### config.mk
export PLATFORM = sky130hd
export DESIGN_NAME = phase_sampler
export DESIGN_NICKNAME = d
export VERILOG_FILES = /design/src/rtl/phase_sampler.sv
export SDC_FILE = /design/constraint.sdc
export NUM_CORES = 1
export LEC_CHECK = 0
export CAP_MARGIN = 40
export CELL_PAD_IN_SITES_DETAIL_PLACEMENT = 1
export CELL_PAD_IN_SITES_GLOBAL_PLACEMENT = 1
export CORE_ASPECT_RATIO = 1.25
export CORE_UTILIZATION = 48
export CTS_CLUSTER_SIZE = 28
export DETAILED_ROUTE_END_ITERATION = 10
export PLACE_DENSITY_LB_ADDON = 0.1
export SLEW_MARGIN = 40
export SYNTH_ARGS = -nofsm -noshare
export SYNTH_HDL_FRONTEND = slang
export SYNTH_SLANG_ARGS = --single-unit
export TNS_END_PERCENT = 5
### constraint.sdc
create_clock -name clk -period 11.8 [get_ports clk]
set_input_delay 1.77 -clock clk [delete_from_list [all_inputs] [get_ports clk]]
set_output_delay 1.77 -clock clk [all_outputs]
set_load 0.02 [all_outputs]
### src/rtl/phase_sampler.sv
// -----------------------------------------------------------------------------
// phase_sampler
//
// Run controller and phase readout placed after the recursive coupling matrix.
// A run resets the oscillators, lets them anneal for run_time cycles, then
// measures over a 2^WINDOW_LOG2-cycle window how often each spin disagrees
// with the reference oscillator bot_row[N-1]. Spins that disagree on more
// than half of the window read as anti-phase (1).
//
// Ports:
//   clk        - system clock (single domain)
//   axi_rst    - asynchronous active-high reset
//   start      - single-cycle run request, honoured only when idle
//   run_time   - anneal length in cycles, captured on start (0 acts as 1)
//   busy       - high while a run is in progress
//   done       - one-cycle pulse when spins update
//   ising_rstn - active-low oscillator reset to the matrix
//   bot_row    - asynchronous oscillator outputs (synchronized internally)
//   spins      - latched phase result, 1 = anti-phase to bot_row[N-1]
//   rd_addr    - spin index for readback
//   rd_data    - registered readback word (1-cycle latency)
//
// Build option:
//   PHASE_SAMPLER_RAW_COUNT_EN - when defined, the window counts are latched
//   at the end of each run and returned in rd_data[31:1] beside the spin bit.
// -----------------------------------------------------------------------------
module phase_sampler #(
    parameter int N           = 8,
    parameter int RST_CYCLES  = 16,
    parameter int WINDOW_LOG2 = 8
) (
    input  logic                 clk,
    input  logic                 axi_rst,
    input  logic                 start,
    input  logic [31:0]          run_time,
    output logic                 busy,
    output logic                 done,
    output logic                 ising_rstn,
    input  logic [N-1:0]         bot_row,
    output logic [N-1:0]         spins,
    input  logic [$clog2(N)-1:0] rd_addr,
    output logic [31:0]          rd_data
);

    localparam int              CW        = WINDOW_LOG2 + 1;
    localparam logic [31:0]     RST_LAST  = 32'(RST_CYCLES - 1);
    localparam logic [31:0]     MEAS_LAST = 32'((1 << WINDOW_LOG2) - 1);
    localparam logic [CW-1:0]   HALF      = CW'(1 << (WINDOW_LOG2 - 1));

    localparam logic [2:0] S_IDLE = 3'd0;
    localparam logic [2:0] S_RST  = 3'd1;
    localparam logic [2:0] S_RUN  = 3'd2;
    localparam logic [2:0] S_MEAS = 3'd3;
    localparam logic [2:0] S_DONE = 3'd4;

    logic [2:0]    state;
    logic [31:0]   tmr;
    logic [31:0]   run_len;
    logic [N-1:0]  sync1;
    logic [N-1:0]  s_row;
    logic [CW-1:0] cnt [N];
    logic          run_last;

    assign busy       = (state != S_IDLE);
    assign done       = (state == S_DONE);
    assign ising_rstn = (state != S_RST);
    assign run_last   = (state == S_RUN) && (tmr == run_len - 32'd1);

    // Two-flop synchronizer; the 2-cycle lag is intentionally not compensated.
    always_ff @(posedge clk or posedge axi_rst) begin
        if (axi_rst) begin
            sync1 <= '0;
            s_row <= '0;
        end else begin
            sync1 <= bot_row;
            s_row <= sync1;
        end
    end

    // One shared timer counts RST, RUN and MEAS phases, restarting at each.
    always_ff @(posedge clk or posedge axi_rst) begin
        if (axi_rst) begin
            state   <= S_IDLE;
            tmr     <= '0;
            run_len <= 32'd1;
        end else begin
            case (state)
                S_IDLE: begin
                    if (start) begin
                        run_len <= (run_time == 32'd0) ? 32'd1 : run_time;
                        tmr     <= '0;
                        state   <= S_RST;
                    end
                end
                S_RST: begin
                    if (tmr == RST_LAST) begin
                        tmr   <= '0;
                        state <= S_RUN;
                    end else begin
                        tmr <= tmr + 32'd1;
                    end
                end
                S_RUN: begin
                    if (run_last) begin
                        tmr   <= '0;
                        state <= S_MEAS;
                    end else begin
                        tmr <= tmr + 32'd1;
                    end
                end
                S_MEAS: begin
                    if (tmr == MEAS_LAST) begin
                        tmr   <= '0;
                        state <= S_DONE;
                    end else begin
                        tmr <= tmr + 32'd1;
                    end
                end
                S_DONE:  state <= S_IDLE;
                default: state <= S_IDLE;
            endcase
        end
    end

    // Disagreement counters: cleared on the RUN->MEAS transition, one extra
    // bit so a full window (2^WINDOW_LOG2) fits without wrapping.
    always_ff @(posedge clk or posedge axi_rst) begin
        if (axi_rst) begin
            for (int unsigned i = 0; i < N; i++) cnt[i] <= '0;
        end else if (run_last) begin
            for (int unsigned i = 0; i < N; i++) cnt[i] <= '0;
        end else if (state == S_MEAS) begin
            for (int unsigned i = 0; i < N; i++)
                cnt[i] <= cnt[i] + CW'(s_row[i] ^ s_row[N-1]);
        end
    end

    // Strictly more than half the window is required, so a tie reads as 0.
    always_ff @(posedge clk or posedge axi_rst) begin
        if (axi_rst) begin
            spins <= '0;
        end else if (state == S_DONE) begin
            for (int unsigned i = 0; i < N - 1; i++) spins[i] <= (cnt[i] > HALF);
            spins[N-1] <= 1'b0;
        end
    end

    // rd_addr spans exactly N entries because N is a power of two.
`ifdef PHASE_SAMPLER_RAW_COUNT_EN
    logic [CW-1:0] cnt_lat [N];

    always_ff @(posedge clk or posedge axi_rst) begin
        if (axi_rst) begin
            for (int unsigned i = 0; i < N; i++) cnt_lat[i] <= '0;
        end else if (state == S_DONE) begin
            for (int unsigned i = 0; i < N; i++) cnt_lat[i] <= cnt[i];
        end
    end

    always_ff @(posedge clk or posedge axi_rst) begin
        if (axi_rst) rd_data <= '0;
        else         rd_data <= {31'(cnt_lat[rd_addr]), spins[rd_addr]};
    end
`else
    always_ff @(posedge clk or posedge axi_rst) begin
        if (axi_rst) rd_data <= '0;
        else         rd_data <= {31'b0, spins[rd_addr]};
    end
`endif

endmodule

**Word level (Yosys, flattened, before mapping)**

Index checks and enable logic that the tools add are counted.
Widths: inputs -> output; s select.

- Output and inout bits: 43
- Logic and storage cells: 77
- Input port bits: 46
- Register bits: 163

- Add/sub/neg operators: 10
- Reduce and logical (&&, ||, !) cells: 9
- $lt $le $gt $ge: 8
- Bitwise gates (word level): 8
- Eq/ne operators: 12
- Muxes and demuxes: 15

Operators by type and width:

| operator | count |
|---|---|
| $mux 32 | 5 |
| $mux 72 | 2 |
| $pmux 32 s4 | 1 |
| $add 9x1->9 | 8 |
| $gt 9x8->1 const B | 7 |
| $add 32x1->32 const B | 1 |
| $eq 32x32->1 | 1 |
| $eq 32x4->1 const B | 1 |
| $eq 32x8->1 const B | 1 |
| $logic_not 32->1 | 1 |
| $sub 32x1->32 const B | 1 |
| $mux 3 | 4 |
| $pmux 3 s4 | 1 |
| $ne 2x2->1 const B | 4 |
| $xor 1x1->1 | 8 |
| $eq 3x2->1 const B | 2 |
| $lt 3x4->1 const B | 1 |
| $reduce_and 2->1 | 2 |
| $reduce_and 4->1 | 1 |
| $reduce_bool 4->1 | 1 |
| $bmux 1 s3 | 1 |
| $eq 3x1->1 const B | 1 |
| $eq 3x3->1 const B | 1 |
| $logic_not 3->1 | 1 |
| other kinds (5) | 5 |

**Logic depth before layout (Yosys ltp)**

- Word-level depth: 5
- Gate-level depth with buffers: 13
- Depth with buffers taken out: 11

**Worst setup path before layout**

Ideal clock, no wire load.

- Path type: register to register
- Start point: register run_len[8]
- End point: register tmr[10]
- Required time: 11666 ps
- Setup time: 134 ps
- Stages on the path, launching flop included: 13
- Path slack: 7936 ps
- Arrival: 3730 ps
- Clock period less this slack: 3864 ps
- Buffers on the path: 3
- Cell sequence: dfrtp_1 -> buf_6 -> or4_1 -> or4_1 -> buf_2 -> or4b_4 -> a221oi_2 -> nand4_1 -> or4_1 -> o31a_4 -> buf_6 -> o21ai_1 -> o221ai_2

- Word-level cells in the longest chain between the ends: 5

Ends and longest elaborated chain:

| what | RTL line | text |
|---|---|---|
| start: declaration | 58 | `logic [31:0] run_len;` |
| start signal: assignment | 90 | `run_len <= (run_time == 32'd0) ? 32'd1 : run_time;` |
| $sub 32x1->32 | 67 | `assign run_last = (state == S_RUN) && (tmr == run_len - 32'd1);` |
| $eq 32x32->1 | 67 |  |
| $logic_and 1x1->1 | 67 |  |
| $mux 32 | 104 | `if (run_last) begin` |
| $pmux 32 s4 | 87 | `case (state)` |
| end signal: assignment | 100 | `tmr <= tmr + 32'd1;` |
| end signal: assignment | 108 | `tmr <= tmr + 32'd1;` |
| end signal: assignment | 116 | `tmr <= tmr + 32'd1;` |
| end: declaration | 57 | `logic [31:0] tmr;` |

No other way between the ends.
A chain may end at the register's enable or synchronous reset.

**Worst setup path in the final report**

- Start point: register run_len[4]
- End point: register cnt[50] (netlist name)

- Word-level cells in the longest chain between the ends: 4
- Elaborated cells on any way between the ends: 5
- Classes of those cells: add/sub: 1; eq/ne: 1; mux: 1; reduce/logical: 2

Ends and longest elaborated chain:

| what | RTL line | text |
|---|---|---|
| $sub 32x1->32 * | 67 |  |
| $eq 32x32->1 * | 67 |  |
| $logic_and 1x1->1 * | 67 |  |
| $mux 72 / $reduce_bool 2->1 (equally long branches) | - |  |
| end signal: indexed assignment | 134 | `cnt[i] <= cnt[i] + CW'(s_row[i] ^ s_row[N-1]);` |
| end: declaration | 61 | `logic [CW-1:0] cnt [N];` |

Mark *: on every way between the ends. The rest lies on a longest branch, timed or not.

==> impl_metrics.toml <==
[worst_setup_path]
path_buf_inv = 1
cpLargestDelayFamily = "simple AND/OR/NAND/NOR gates"
cpMostUsedCell = "or4_1"
cp_cell_sequence = "or4_1 -> or4_1 -> o32a_1 -> a2111oi_0 -> and4_1 -> nor4bb_1 -> nand3_1 -> nor2_4 -> buf_4 -> nor2_1"
worstReg2RegStart = "run_len[4]$_DFFE_PP0P_"
cp.required_ns = 12.09
path_max_fanout = 52
r2r_cells = 10
worstSetupStartpointType = "flip-flop"
endpoint_kind = "flip-flop"
path_class = "reg2reg"
crit_start = "run_len[4]$_DFFE_PP0P_"
worstPathArrival_ns = 4.80
cpMaxStageDelayCell = "or4_1"
regToRegEndpoint = "cnt[50]$_DFFE_PP0P_"
max_stage_delay_ns = 0.70
rrSetupSlack_ns = 7.28

[logic_synthesis]
synth_cell_types = 67
ys.flop_type = "dfrtp_1"
synth_area_um2 = 8865
synthCells = 972
synth_edf_count = 0
synth_seq_cells = 154
syn_avg_cell_area_um2 = 9.120
ys_warn_count = 0
synthArstFlopShare = 1.000
ys_seq_area_frac = 0.4349

[global_routing]
track_usage = 0.2600
grt_pass1_vias = 7518
grt_pass1_wl_um = 38210
grt_start_max_net_pins = 91
antenna_found_initial = 0
grt-ovfl-total = 0

[finish]
final_cell_mix = "153 x dfrtp_1, 125 x nand2_1, 109 x nor2_1"
regArea_um2 = 3855
stdcell_count = 1242
layout-drive-gt1-share = 0.09270
syn2layout_area_growth_pct = 13.68
final_common_cell = "dfrtp_1"
final_nets = 1063
diodes = 0
multi_input_area_um2 = 4611
filler_cell_count = 2072

[worst_hold_path]
min_path_type = "reg2reg"
worstHoldStart = "sync1[7]$_DFF_PP0_"
hold-path-endpoint = "s_row[7]$_DFF_PP0_"
min_path_cells = 0

[sta]
timing.final.crit_share = 0.3828
finalSetupTns_ns = 0
max_freq_mhz = 221.4
finClkSkew_ns = 0.01047
hold_viol_final = 0
slew_viol_final = 0
fin_crit_ns = 4.517
worstMarginPinSlew_ns = 0.8025
rsz0062_at_grt = "no"
setup_viol = 0
slew_headroom = 0.4601

[floorplan]
die_w_um = 123.6
start_util = 0.4898
rows = 55
dieArea_um2 = 19020
io_pins = 89
core_area_um2 = 18100
die_h_um = 153.9

[clock_network]
hold_buffers = 0
clock_latency_ns = 0.43
postCtsSetupBuffers = 0
htreeDepth = 4
cts_tree = "yes"
clock_sink_count = 154
ctsResizeCount = 0
clk_pin_slew_ns = 0.07
root_buffer = "clkbuf_16"
cts_buffers = 17
clock_path_buffers = 2

[detailed_routing]
routed-via-count = 7080
drtPass1Iterations = 4
met3_length_um = 489
wl_per_cell_um = 18.50
wl_met2_um = 12510
wl_met1_um = 9222
maxUsedRoutingLayer = "met4"
wl_um = 22980
vias_per_cell = 5.700
drc = 0
ant_nets = 0
drtIter0Drc = 264

[flow_run]
maxCapViolations = 0

[placement]
gp_congestion = 0.9286
place_hpwl_um = 15880
port_buffers = 56
post-place-cells = 1210

[pwr]
leakage_nw = 4.152
power.density_nw_per_um2 = 217.8
ir_worst_vdd_mv = 0.1186
p_total_mw = 2.195

[run_status]
status = "finished, final reports clean"
## registers in the layout, summed over array words and instances (netlist names)
register and cells:
state 3, cnt 63, rd_data 1, tmr 32
sync1 8, spins 7, s_row 8, run_len 32
## power breakdown
part | switching (mW) | leakage [nW] | internal [mW]
clock network | 0.250 | 0.305 | 0.342
logic | 0.434 | 1.85 | 0.324
registers | 0.187 | 2.00 | 0.659
## routing by layer
metal | track usage | vias to the layer above
li1 | - | 3404
met1 | 0.2897 | 3510
met2 | 0.4770 | 115
met3 | 0.04562 | 51
met4 | 0.1073 | 0
met5 | 0 | -
## cells in the mapped netlist (all sizes together), types with 5 or more instances
master  instances  area (um^2)
or3            10        62.56
mux2           31        349.1
clkbuf         44        165.2
dfrtp         153         3829
nand4          24        150.1
xnor2          52        455.4
o22ai           6        37.54
or2             5        31.28
or4             8        60.06
inv            18        67.56
nand3          36        180.2
nor2          112        436.7
nor3           23        115.1
o21ai          38        190.2
buf            41        312.8
ha             16        200.2
nor3b           5        37.54
and3            9        56.30
a21oi          35        175.2
and2            5        31.28
o211ai         12        90.09
xor2           57        499.2
nor4           39        244.0
o221ai          7        73.82
nand3b          5        37.54
nand2         125        469.2
nor2b           6        37.54
## final cells by class
type                    instances  share of cell area
repair buffers                 64             0.06196
multi-input cells             746              0.4575
clock buffers                  17             0.04221
well taps                     228             0.02831
clock inverters                15             0.01999
inverters                      18            0.007450
flip-flops and latches        154              0.3825
## through the flow
step,setup slack (ns),instance area (um^2),hold slack [ns],utilization
6_report,7.283,10080,0.3502,0.5568
4_1_cts,7.213,10060,0.3536,0.5560
5_1_grt,7.007,10080,0.3575,0.5568
3_5_place_dp,7.225,9437,0.3355,0.5214
3_3_place_gp,7.384,9433,0.3340,0.5212
2_1_floorplan,5.882,8981,0.3312,-
## worst max path at each step
stage / to / slack [ns] / cells past startpoint
floorplan: cnt[10]$_DFFE_PP0P_ / 5.88 / 1
global placement: tmr[25]$_DFFE_PP0P_ / 7.38 / 11
detailed placement: tmr[14]$_DFFE_PP0P_ / 7.22 / 11
CTS: tmr[14]$_DFFE_PP0P_ / 7.21 / 11
global route: cnt[38]$_DFFE_PP0P_ / 7.01 / 10
finish: cnt[50]$_DFFE_PP0P_ / 7.28 / 10
## logic make-up (layout without fill, tap and decap cells)
| group | after synthesis | in the layout | share of synthesized area |
|---|---|---|---|
| xor+xnor | 109 | 109 | 0.1077 |
| mux | 33 | 33 | 0.04305 |
| other cells | 1 | 32 | 0.0004230 |
| flops | 154 | 154 | 0.4349 |
| simple gates | 424 | 424 | 0.2320 |
| buf+inv | 103 | 114 | 0.06154 |
| compound gates | 132 | 132 | 0.09782 |
| fa+ha+maj | 16 | 16 | 0.02258 |
## worst register-to-register path: stages (launching register included)
cell and delay, ns:
dfrtp_1 0.44, or4_1 0.67, or4_1 0.70, o32a_1 0.40, a2111oi_0 0.37, and4_1 0.23, nor4bb_1 0.25, nand3_1 0.27
nor2_4 0.36, buf_4 0.55, nor2_1 0.16
(Power assumes the default switching activity.)
